--- src/rtl/control_sequencer.sv ---
// rtl/control_sequencer.sv - Moore microcode sequencer for the fetch/decode/execute datapath.
// Optional mul/div execution enabled by defining CU_MULDIV_EN.
module control_sequencer #(
    parameter int IR_W = 32,
    parameter int OPW  = 5,
    parameter int TO_W = 4
) (
    input  logic            Clock,
    input  logic            Reset,
    input  logic            Stop,
    input  logic [IR_W-1:0] ir,
    input  logic            CON_FF,
    input  logic            mem_ready,
    output logic [9:0]      en,
    output logic [6:0]      sel,
    output logic [2:0]      gr,
    output logic            MD_Read,
    output logic            Write,
    output logic            IncPC,
    output logic [OPW-1:0]  alu_op,
    output logic            run,
    output logic [1:0]      err,
    output logic [3:0]      state
);

`ifdef CU_MULDIV_EN
    localparam bit MULDIV_EN = 1'b1;
`else
    localparam bit MULDIV_EN = 1'b0;
`endif

    typedef enum logic [3:0] {
        S_RESET = 4'd0, S_F0 = 4'd1, S_F1 = 4'd2, S_F2 = 4'd3, S_T3 = 4'd4,
        S_T4 = 4'd5, S_T5 = 4'd6, S_T6 = 4'd7, S_T7 = 4'd8, S_HALT = 4'd9
    } state_t;

    localparam int EN_PC = 0, EN_IR = 1, EN_MAR = 2, EN_MDR = 3, EN_Y = 4;
    localparam int EN_Z = 5, EN_HI = 6, EN_LO = 7, EN_CON = 8, EN_R = 9;
    localparam int SEL_PC = 0, SEL_MDR = 1, SEL_ZLO = 2, SEL_ZHI = 3;
    localparam int SEL_C = 4, SEL_R = 5, SEL_BA = 6;
    localparam logic [2:0] GRA = 3'b100, GRB = 3'b010, GRC = 3'b001;
    localparam logic [OPW-1:0] ALU_ADD = OPW'(3);

    state_t          state_q, state_d;
    logic [TO_W-1:0] cnt_q, cnt_d, cnt_inc;
    logic [1:0]      err_q, err_d;
    logic            mem_wait, next_fetch;

    logic [OPW-1:0] op;
    logic is_ralu, is_ialu, is_ldi, is_ld, is_st, is_mi, is_br, is_md, is_nop, is_halt;
    logic unused_ir;

    assign op        = ir[IR_W-1:IR_W-OPW];
    assign unused_ir = ^ir[IR_W-OPW-1:0];
    assign is_ralu   = (op >= OPW'(3)) && (op <= OPW'(10));
    assign is_ialu   = (op >= OPW'(11)) && (op <= OPW'(13));
    assign is_ldi    = (op == OPW'(1));
    assign is_ld     = (op == OPW'(0));
    assign is_st     = (op == OPW'(2));
    assign is_mi     = is_ldi || is_ld || is_st;
    assign is_br     = (op == OPW'(18));
    assign is_md     = MULDIV_EN && ((op == OPW'(14)) || (op == OPW'(15)));
    assign is_nop    = (op == OPW'(24));
    assign is_halt   = (op == OPW'(25));
    assign cnt_inc   = cnt_q + TO_W'(1);

    always_ff @(posedge Clock or posedge Reset) begin
        if (Reset) begin
            state_q <= S_RESET;
            cnt_q   <= '0;
            err_q   <= '0;
        end else begin
            state_q <= state_d;
            cnt_q   <= cnt_d;
            err_q   <= err_d;
        end
    end

    always_comb begin
        state_d    = state_q;
        cnt_d      = '0;
        err_d      = err_q;
        en         = '0;
        sel        = '0;
        gr         = '0;
        MD_Read    = 1'b0;
        Write      = 1'b0;
        IncPC      = 1'b0;
        alu_op     = '0;
        mem_wait   = 1'b0;
        next_fetch = 1'b0;
        case (state_q)
            S_RESET: state_d = S_F0;
            S_F0: begin
                sel[SEL_PC] = 1'b1; en[EN_MAR] = 1'b1; en[EN_Z] = 1'b1; IncPC = 1'b1;
                state_d = S_F1;
            end
            S_F1: begin
                sel[SEL_ZLO] = 1'b1; en[EN_PC] = 1'b1; en[EN_MDR] = 1'b1; MD_Read = 1'b1;
                mem_wait = 1'b1;
                state_d  = S_F2;
            end
            S_F2: begin
                sel[SEL_MDR] = 1'b1; en[EN_IR] = 1'b1;
                if (is_ralu || is_ialu || is_mi || is_br || is_md) state_d = S_T3;
                else if (is_nop) next_fetch = 1'b1;
                else if (is_halt) state_d = S_HALT;
                else begin
                    err_d[0] = 1'b1;
                    state_d  = S_HALT;
                end
            end
            S_T3: begin
                state_d = S_T4;
                if (is_ralu || is_ialu) begin gr = GRB; sel[SEL_R] = 1'b1; en[EN_Y] = 1'b1; end
                else if (is_mi) begin gr = GRB; sel[SEL_BA] = 1'b1; en[EN_Y] = 1'b1; end
                else if (is_br) begin gr = GRA; sel[SEL_R] = 1'b1; en[EN_CON] = 1'b1; end
                else if (is_md) begin gr = GRA; sel[SEL_R] = 1'b1; en[EN_Y] = 1'b1; end
                else state_d = S_HALT;
            end
            S_T4: begin
                state_d = S_T5;
                if (is_ralu) begin gr = GRC; sel[SEL_R] = 1'b1; en[EN_Z] = 1'b1; alu_op = op; end
                else if (is_ialu) begin sel[SEL_C] = 1'b1; en[EN_Z] = 1'b1; alu_op = op; end
                else if (is_mi) begin sel[SEL_C] = 1'b1; en[EN_Z] = 1'b1; alu_op = ALU_ADD; end
                else if (is_br) begin sel[SEL_PC] = 1'b1; en[EN_Y] = 1'b1; end
                else if (is_md) begin gr = GRB; sel[SEL_R] = 1'b1; en[EN_Z] = 1'b1; alu_op = op; end
                else state_d = S_HALT;
            end
            S_T5: begin
                state_d = S_T6;
                if (is_ralu || is_ialu || is_ldi) begin
                    sel[SEL_ZLO] = 1'b1; gr = GRA; en[EN_R] = 1'b1; next_fetch = 1'b1;
                end
                else if (is_ld || is_st) begin sel[SEL_ZLO] = 1'b1; en[EN_MAR] = 1'b1; end
                else if (is_br) begin sel[SEL_C] = 1'b1; en[EN_Z] = 1'b1; alu_op = ALU_ADD; end
                else if (is_md) begin sel[SEL_ZLO] = 1'b1; en[EN_LO] = 1'b1; end
                else state_d = S_HALT;
            end
            S_T6: begin
                state_d = S_T7;
                if (is_ld) begin MD_Read = 1'b1; en[EN_MDR] = 1'b1; mem_wait = 1'b1; end
                else if (is_st) begin gr = GRA; sel[SEL_R] = 1'b1; en[EN_MDR] = 1'b1; end
                else if (is_br) begin
                    sel[SEL_ZLO] = 1'b1; en[EN_PC] = CON_FF; next_fetch = 1'b1;
                end
                else if (is_md) begin sel[SEL_ZHI] = 1'b1; en[EN_HI] = 1'b1; next_fetch = 1'b1; end
                else state_d = S_HALT;
            end
            S_T7: begin
                if (is_ld) begin
                    sel[SEL_MDR] = 1'b1; gr = GRA; en[EN_R] = 1'b1; next_fetch = 1'b1;
                end
                else if (is_st) begin Write = 1'b1; mem_wait = 1'b1; next_fetch = 1'b1; end
                else state_d = S_HALT;
            end
            S_HALT: state_d = S_HALT;
            default: state_d = S_HALT;
        endcase
        // Stop is only honoured at an instruction boundary.
        if (next_fetch) state_d = Stop ? S_HALT : S_F0;
        // A completing handshake beats the timeout in the same cycle.
        if (mem_wait && !mem_ready) begin
            if (&cnt_inc) begin
                err_d[1] = 1'b1;
                state_d  = S_HALT;
            end else begin
                cnt_d   = cnt_inc;
                state_d = state_q;
            end
        end
    end

    assign run   = (state_q != S_RESET) && (state_q != S_HALT);
    assign err   = err_q;
    assign state = state_q;

endmodule

--- config.mk ---
export PLATFORM = sky130hd
export DESIGN_NAME = control_sequencer
export DESIGN_NICKNAME = d
export VERILOG_FILES = /design/src/rtl/control_sequencer.sv
export SDC_FILE = /design/constraint.sdc
export NUM_CORES = 1
export LEC_CHECK = 0
export BUFFER_PORTS_ARGS = -buffer_cell sky130_fd_sc_hd__buf_4
export CELL_PAD_IN_SITES_DETAIL_PLACEMENT = 0
export CELL_PAD_IN_SITES_GLOBAL_PLACEMENT = 2
export CORE_MARGIN = 5
export CORE_UTILIZATION = 23
export CTS_BUF_LIST = sky130_fd_sc_hd__clkbuf_16
export DETAILED_ROUTE_END_ITERATION = 10
export PLACE_DENSITY_LB_ADDON = 0.1
export SLEW_MARGIN = 15
export SYNTH_ARGS = -nofsm -noshare
export SYNTH_HDL_FRONTEND = slang
export SYNTH_SLANG_ARGS = --single-unit
--- constraint.sdc ---
create_clock -name Clock -period 3.9 [get_ports Clock]
set_input_delay 0.195 -clock Clock [delete_from_list [all_inputs] [get_ports Clock]]
set_output_delay 0.195 -clock Clock [all_outputs]
set_load 0.01 [all_outputs]
==> results of run 1 <==
==> flip-flops by register name, indices dropped and copies added (netlist names) <==
register / cells
cnt_q: 4
err: 2
state: 4
==> repair_timing <==
item	in CTS	in global routing
hold buffers	1	0
hold endpoints to repair	10	0
setup buffers	0	0
endpoints found under the setup margin	0	0
==> area by class of cell <==
class,instances,area (sq um),area share (%)
inverter,6,22.52,1.460
timing repair buffer,41,310.3,20.11
tap,67,83.83,5.434
multi-input combinational,121,800.8,51.91
clock buffer,3,75.07,4.866
sequential,10,250.2,16.22
==> worst max-delay path, cell delays in order (launching register included) <==
cell and delay (ps):
dfrtp_1 560, nand2b_1 340, nor4_1 130, a31o_2 250, or3b_2 460, buf_4 150
==> power breakdown <==
part           leakage (nW)  internal [mW]  switching (mW)
clock network        0.0370          0.133          0.0482
logic                 0.581          0.165           0.156
registers             0.128          0.124          0.0577
total                 0.746          0.422           0.262
==> worst max-delay path by stage <==
stage	start	to	slack (ps)	cells after the start
4_1_cts	state[3]$_DFFE_PP0P_	gr[2]	1570	5
3_5_place_dp	state[1]$_DFFE_PP0P_	state[3]$_DFFE_PP0P_	1670	5
2_1_floorplan	state[2]$_DFFE_PP0P_	state[3]$_DFFE_PP0P_	1930	7
6_report	state[3]$_DFFE_PP0P_	gr[2]	1580	5
5_1_grt	state[3]$_DFFE_PP0P_	gr[2]	1450	5
3_3_place_gp	state[1]$_DFFE_PP0P_	state[3]$_DFFE_PP0P_	1680	5
==> kinds of logic (layout without fill, tap and decap cells) <==
group,after synthesis,count (layout),share of synthesized area [%]
AOI/OAI and AO/OA,26,26,16.49
xor gates and xnor gates,7,7,5.280
adders and majority gates,2,2,2.155
buffers and inverters,22,50,10.45
DFF,10,10,21.55
muxes,4,4,3.987
other,1,4,0.3230
and+or+nand+nor,78,78,39.76
==> cell usage in the layout, fill, tap and decap left out, drive strengths merged, types with 4 or more instances in the layout <==
master,count
buf,40
nand2,19
nor2,14
dfrtp,10
nor3,8
inv,6
o21ai,6
nand2b,5
nor4,5
xor2,4
conb,4
==> metal layers <==
metal / up-vias / wire [microns]
li1: 589 / -
met1: 549 / 1589
met2: 25 / 1790
met3: 4 / 165
met4: 0 / 43
met5: - / 0
==> flow_metrics.env, run 1 <==
export IMPL_outcome="finished clean"
export IMPL_final_nets=222
export IMPL_clock_path_buffers=2
export IMPL_yosys_area_top_type_share_pct=21.55
export IMPL_yosysWarnings=0
export IMPL_fp_coreArea_sq_um=4817
export IMPL_yosysMostFrequentCell="nand2_1"
export IMPL_min_period_ps=2315
export IMPL_drv_slew=0
export IMPL_synthDistinctLibCells=51
export IMPL_syn2layout_area_growth_pct=32.87
export IMPL_place_ws_ps=1667
export IMPL_grt_use_total_pct=10.79
export IMPL_p_total_uw=684.3
export IMPL_grt_max_degree=18
export IMPL_ff2ff_path_depth=5
export IMPL_worst_slack_ps=1585
export IMPL_cts_root_buffer="clkbuf_16"
export IMPL_worst_pin_slew_ps=623.2
export IMPL_vias=1167
export IMPL_min_delay_start="mem_ready"
export IMPL_grt_setup_unrepaired="no"
export IMPL_htree_levels=1
export IMPL_rrSetupSlack_ps=1670
export IMPL_clk_pin_slew_ps=40
export IMPL_hold_path_class="in -> reg"
export IMPL_fmaxAchievable_ghz=0.4319
export IMPL_crit_arrival_ps=2120
export IMPL_hold_end="state[0]$_DFFE_PP0P_"
export IMPL_hold_viol_final=0
export IMPL_path_max_fanout=12
export IMPL_met2_usage_pct=19.54
export IMPL_crit_path_start_kind="flop"
export IMPL_die_h_microns=81.05
export IMPL_met1_usage_pct=13.02
export IMPL_synth_cells=150
export IMPL_synthesis_area_sq_um=1161
export IMPL_avgViaCountPerCell=4.706
export IMPL_place_gp_congestion=0.7105
export IMPL_worst_ep_required_time_ps=3700
export IMPL_fin_area_sq_um=1543
export IMPL_clkSinkCount=10
export IMPL_port_buffers=40
export IMPL_start_util_pct=24.10
export IMPL_post_route_drc_count=0
export IMPL_synth_top_area_cell="dfrtp_1"
export IMPL_critPathKind="reg -> out"
export IMPL_drt_wl_total_microns=3588
export IMPL_post_route_util_pct=32.03
export IMPL_syn_area_per_cell_sq_um=7.741
export IMPL_first_pass_iters=4
export IMPL_num_rows=25
export IMPL_ctsResizeCount=0
export IMPL_gr_usage_met3_pct=1.441
export IMPL_ant_nets=0
export IMPL_hold_depth=3
export IMPL_synth_edf_count=0
export IMPL_grt_pass1_wl_microns=5630
export IMPL_die_width_microns=81.05
export IMPL_reg2reg_from="state[1]$_DFFE_PP0P_"
export IMPL_place_area_sq_um=1458
export IMPL_synth_area_top_cells="dfrtp_1 22%, nand2_1 6.1%, nor2_1 4.5%"
export IMPL_drive_gt1_share_pct=31.49
export IMPL_max_slew_margin_pct=58.13
export IMPL_antenna_cells=0
export IMPL_leakage_nw=0.7462
export IMPL_fin_setup_tns_ps=0
export IMPL_die_area_sq_um=6569
export IMPL_clkLatencyLatePin_ps=240
export IMPL_skew_ps=2.207
export IMPL_ys_top_cells_by_count="19 x nand2_1, 14 x nor2_1, 10 x dfrtp_1, 8 x nor3_1, 7 x buf_2"
export IMPL_synth_flop_cell="dfrtp_1"
export IMPL_fin_crit_sh_pct=59.36
export IMPL_max_cap_viol_count=0
export IMPL_first_iter_violations=60
export IMPL_gr_total_overflow=0
export IMPL_wl_per_cell_microns=14.47
export IMPL_io_pins=72
export IMPL_nFillCells=551
export IMPL_endpoint_kind="primary output"
export IMPL_setup_viol=0
export IMPL_ys_ff_latch=10
export IMPL_timing_hold_ws_ps=282.8
export IMPL_ir_drop_mv=0.2643
export IMPL_reg2reg_to="state[3]$_DFFE_PP0P_"
export IMPL_antenna_found_initial=0
export IMPL_synth_seq_area_share_pct=21.55
export IMPL_ys_async_sr_fraction_pct=100.0
export IMPL_cts_made_buffers=3
export IMPL_p_per_area_nw_per_um2=443.6
export IMPL_tritoncts="built"
export IMPL_top_usage_layer="met2"
export IMPL_dp_hpwl_microns=2801
export IMPL_final_cells=248
export IMPL_grt_pass1_vias=1132
export IMPL_dp_cells=244
Power figures use the tool's default switching activity.
==> inputs of run 2 (changes only) <==
CORE_UTILIZATION = 22   (was 23)
clock period = 2.2 ns   (was 3.9 ns; I/O delays follow)
==> run 2 against run 1 <==
Compared with the run above:
- first-iteration DRC count is 10% lower
- largest power group unchanged
- clock skew is 0.78 ps lower
- sequential cell count stayed put
- critical path type unchanged
- critical path depth stayed put
- highest routed layer unchanged
==> flow_metrics.env, run 2 (same netlist as run 1, synthesis figures left out) <==
export IMPL_fin_crit_sh_pct=93.06
export IMPL_io_pins=72
export IMPL_fin_area_sq_um=1623
export IMPL_path_max_fanout=10
export IMPL_layout_commonest_cell="buf_4"
export IMPL_post_cts_setup_buffer_count=0
export IMPL_skew_ps=1.426
export IMPL_cts_root_buffer="clkbuf_16"
export IMPL_vias=1203
export IMPL_hold_depth=3
export IMPL_comb_power_share_pct=50.8
export IMPL_crit_arrival_ps=1940
export IMPL_place_ws_ps=172.3
export IMPL_rrSetupSlack_ps=210
export IMPL_critical_path_most_common_cell="buf_4"
export IMPL_crit_path_start_kind="flop"
export IMPL_tritoncts="built"
export IMPL_gr_total_overflow=0
export IMPL_final_cell_mix="49 x buf_4, 19 x nand2_1, 14 x nor2_1"
export IMPL_worst_pin_slew_ps=700.4
export IMPL_ff2ff_path_depth=5
export IMPL_drt_wl_total_microns=3739
export IMPL_first_iter_violations=54
export IMPL_avgViaCountPerCell=4.609
export IMPL_clkLatencyLatePin_ps=230
export IMPL_place_gp_congestion=0.7632
export IMPL_fp_coreArea_sq_um=5107
export IMPL_outcome="finished clean"
export IMPL_die_h_microns=82.65
export IMPL_reg2reg_from="state[1]$_DFFE_PP0P_"
export IMPL_final_cells=261
export IMPL_max_slew_margin_pct=52.95
export IMPL_ir_drop_mv=0.4250
export IMPL_port_buffers=40
export IMPL_die_area_sq_um=6831
export IMPL_power_switching_uw=462.7
export IMPL_first_pass_iters=4
export IMPL_worst_ep_required_time_ps=2090
export IMPL_dp_cells=256
export IMPL_grt_use_total_pct=11.45
export IMPL_htree_levels=1
export IMPL_internal_power_uw=797.7
export IMPL_critPathMaxStageDelay_ps=470
export IMPL_critical_path_top_delay_family="simple AND/OR/NAND/NOR gates"
export IMPL_cp_buffers_inverters=2
export IMPL_clkSinkCount=10
export IMPL_p_per_area_nw_per_um2=776.7
export IMPL_grt_pass1_wl_microns=6154
export IMPL_grt_max_degree=18
export IMPL_num_rows=26
export IMPL_hold_viol_final=0
export IMPL_die_width_microns=82.65
export IMPL_grt_setup_unrepaired="no"
export IMPL_clkPwrFrac_pct=25.5
export IMPL_clk_pin_slew_ps=40
export IMPL_antenna_found_initial=0
export IMPL_min_delay_start="mem_ready"
export IMPL_reg2reg_to="state[3]$_DFFE_PP0P_"
export IMPL_p_total_mw=1.260
export IMPL_p_sw_share_pct=36.71
export IMPL_critPathKind="reg -> out"
export IMPL_final_nets=231
export IMPL_hold_path_class="in -> reg"
export IMPL_leakage_nw=0.7895
export IMPL_hold_end="state[0]$_DFFE_PP0P_"
export IMPL_max_cap_viol_count=0
export IMPL_clock_path_buffers=2
export IMPL_cts_made_buffers=3
export IMPL_place_area_sq_um=1529
export IMPL_dp_hpwl_microns=3019
export IMPL_wl_per_cell_microns=14.33
export IMPL_ant_nets=0
export IMPL_endpoint_kind="primary output"
export IMPL_fin_setup_tns_ps=0
export IMPL_grt_pass1_vias=1195
export IMPL_worstPathCellList="nand2b_2 -> buf_4 -> or3_1 -> o311ai_1 -> buf_4"
export IMPL_antenna_cells=0
export IMPL_worst_slack_ps=152.6
export IMPL_start_util_pct=22.73
export IMPL_post_route_util_pct=31.77
export IMPL_syn2layout_area_growth_pct=39.76
export IMPL_p_seq_share_pct=23.6
export IMPL_timing_hold_ws_ps=201.2
export IMPL_min_period_ps=2047
export IMPL_fmaxAchievable_ghz=0.4884
export IMPL_cpMaxStageDelayCell="dfrtp_2"
export IMPL_setup_viol=0
export IMPL_drv_slew=0
export IMPL_drive_gt1_share_pct=36.13
export IMPL_post_route_drc_count=0
[run 2: power by group through the flow]
stage	logic (mW)	registers [mW]	clock network (mW)
6_report	0.641	0.298	0.321
3_3_place_gp	0.647	0.299	0
4_1_cts	0.652	0.300	0.327
2_1_floorplan	0.424	0.266	0
3_5_place_dp	0.648	0.299	0
5_1_grt	0.718	0.307	0.336
[run 2: area by class of cell]
type                            count  area, sq um
Timing Repair Buffer               50        377.9
Clock inverter                      1        3.754
Inverter                            6        22.52
Clock buffer                        3        75.07
Fill cell                         564         3485
Multi-Input combinational cell    121        803.3
Tap cell                           70        87.58
Sequential cell                    10        252.7
[run 2: routing by layer]
layer / vias to the layer above / wire (microns) / GRT usage [%]
met3: 2 / 231 / 1.085
met2: 27 / 1846 / 20.43
met5: - / 0 / 0
met4: 0 / 20 / 2.941
li1: 604 / - / -
met1: 570 / 1641 / 14.65
[run 2: worst register-to-register path: cells and delay by family (launching register included)]
kind	cells	cell delay, ps
AOI/OAI and AO/OA	1	180
muxes	1	340
DFF	1	540
and+or+nand+nor	3	820
[run 2: how the worst max path moves through the flow]
stage,end,cells after the start,slack [ps],start
2_1_floorplan,state[3]$_DFFE_PP0P_,7,230,state[2]$_DFFE_PP0P_
3_3_place_gp,state[3]$_DFFE_PP0P_,5,200,state[1]$_DFFE_PP0P_
3_5_place_dp,state[3]$_DFFE_PP0P_,5,170,state[1]$_DFFE_PP0P_
4_1_cts,sel[5],5,30,state[2]$_DFFE_PP0P_
5_1_grt,sel[5],5,10,state[3]$_DFFE_PP0P_
6_report,sel[5],5,150,state[3]$_DFFE_PP0P_
[run 2: timing repair]
item                                    in CTS  in global routing
hold buffers                                 1                  0
cloned                                       0                  0
endpoints found under the setup margin       1                  1
gates resized for setup                      2                  2
endpoints found under the hold margin       10                  0
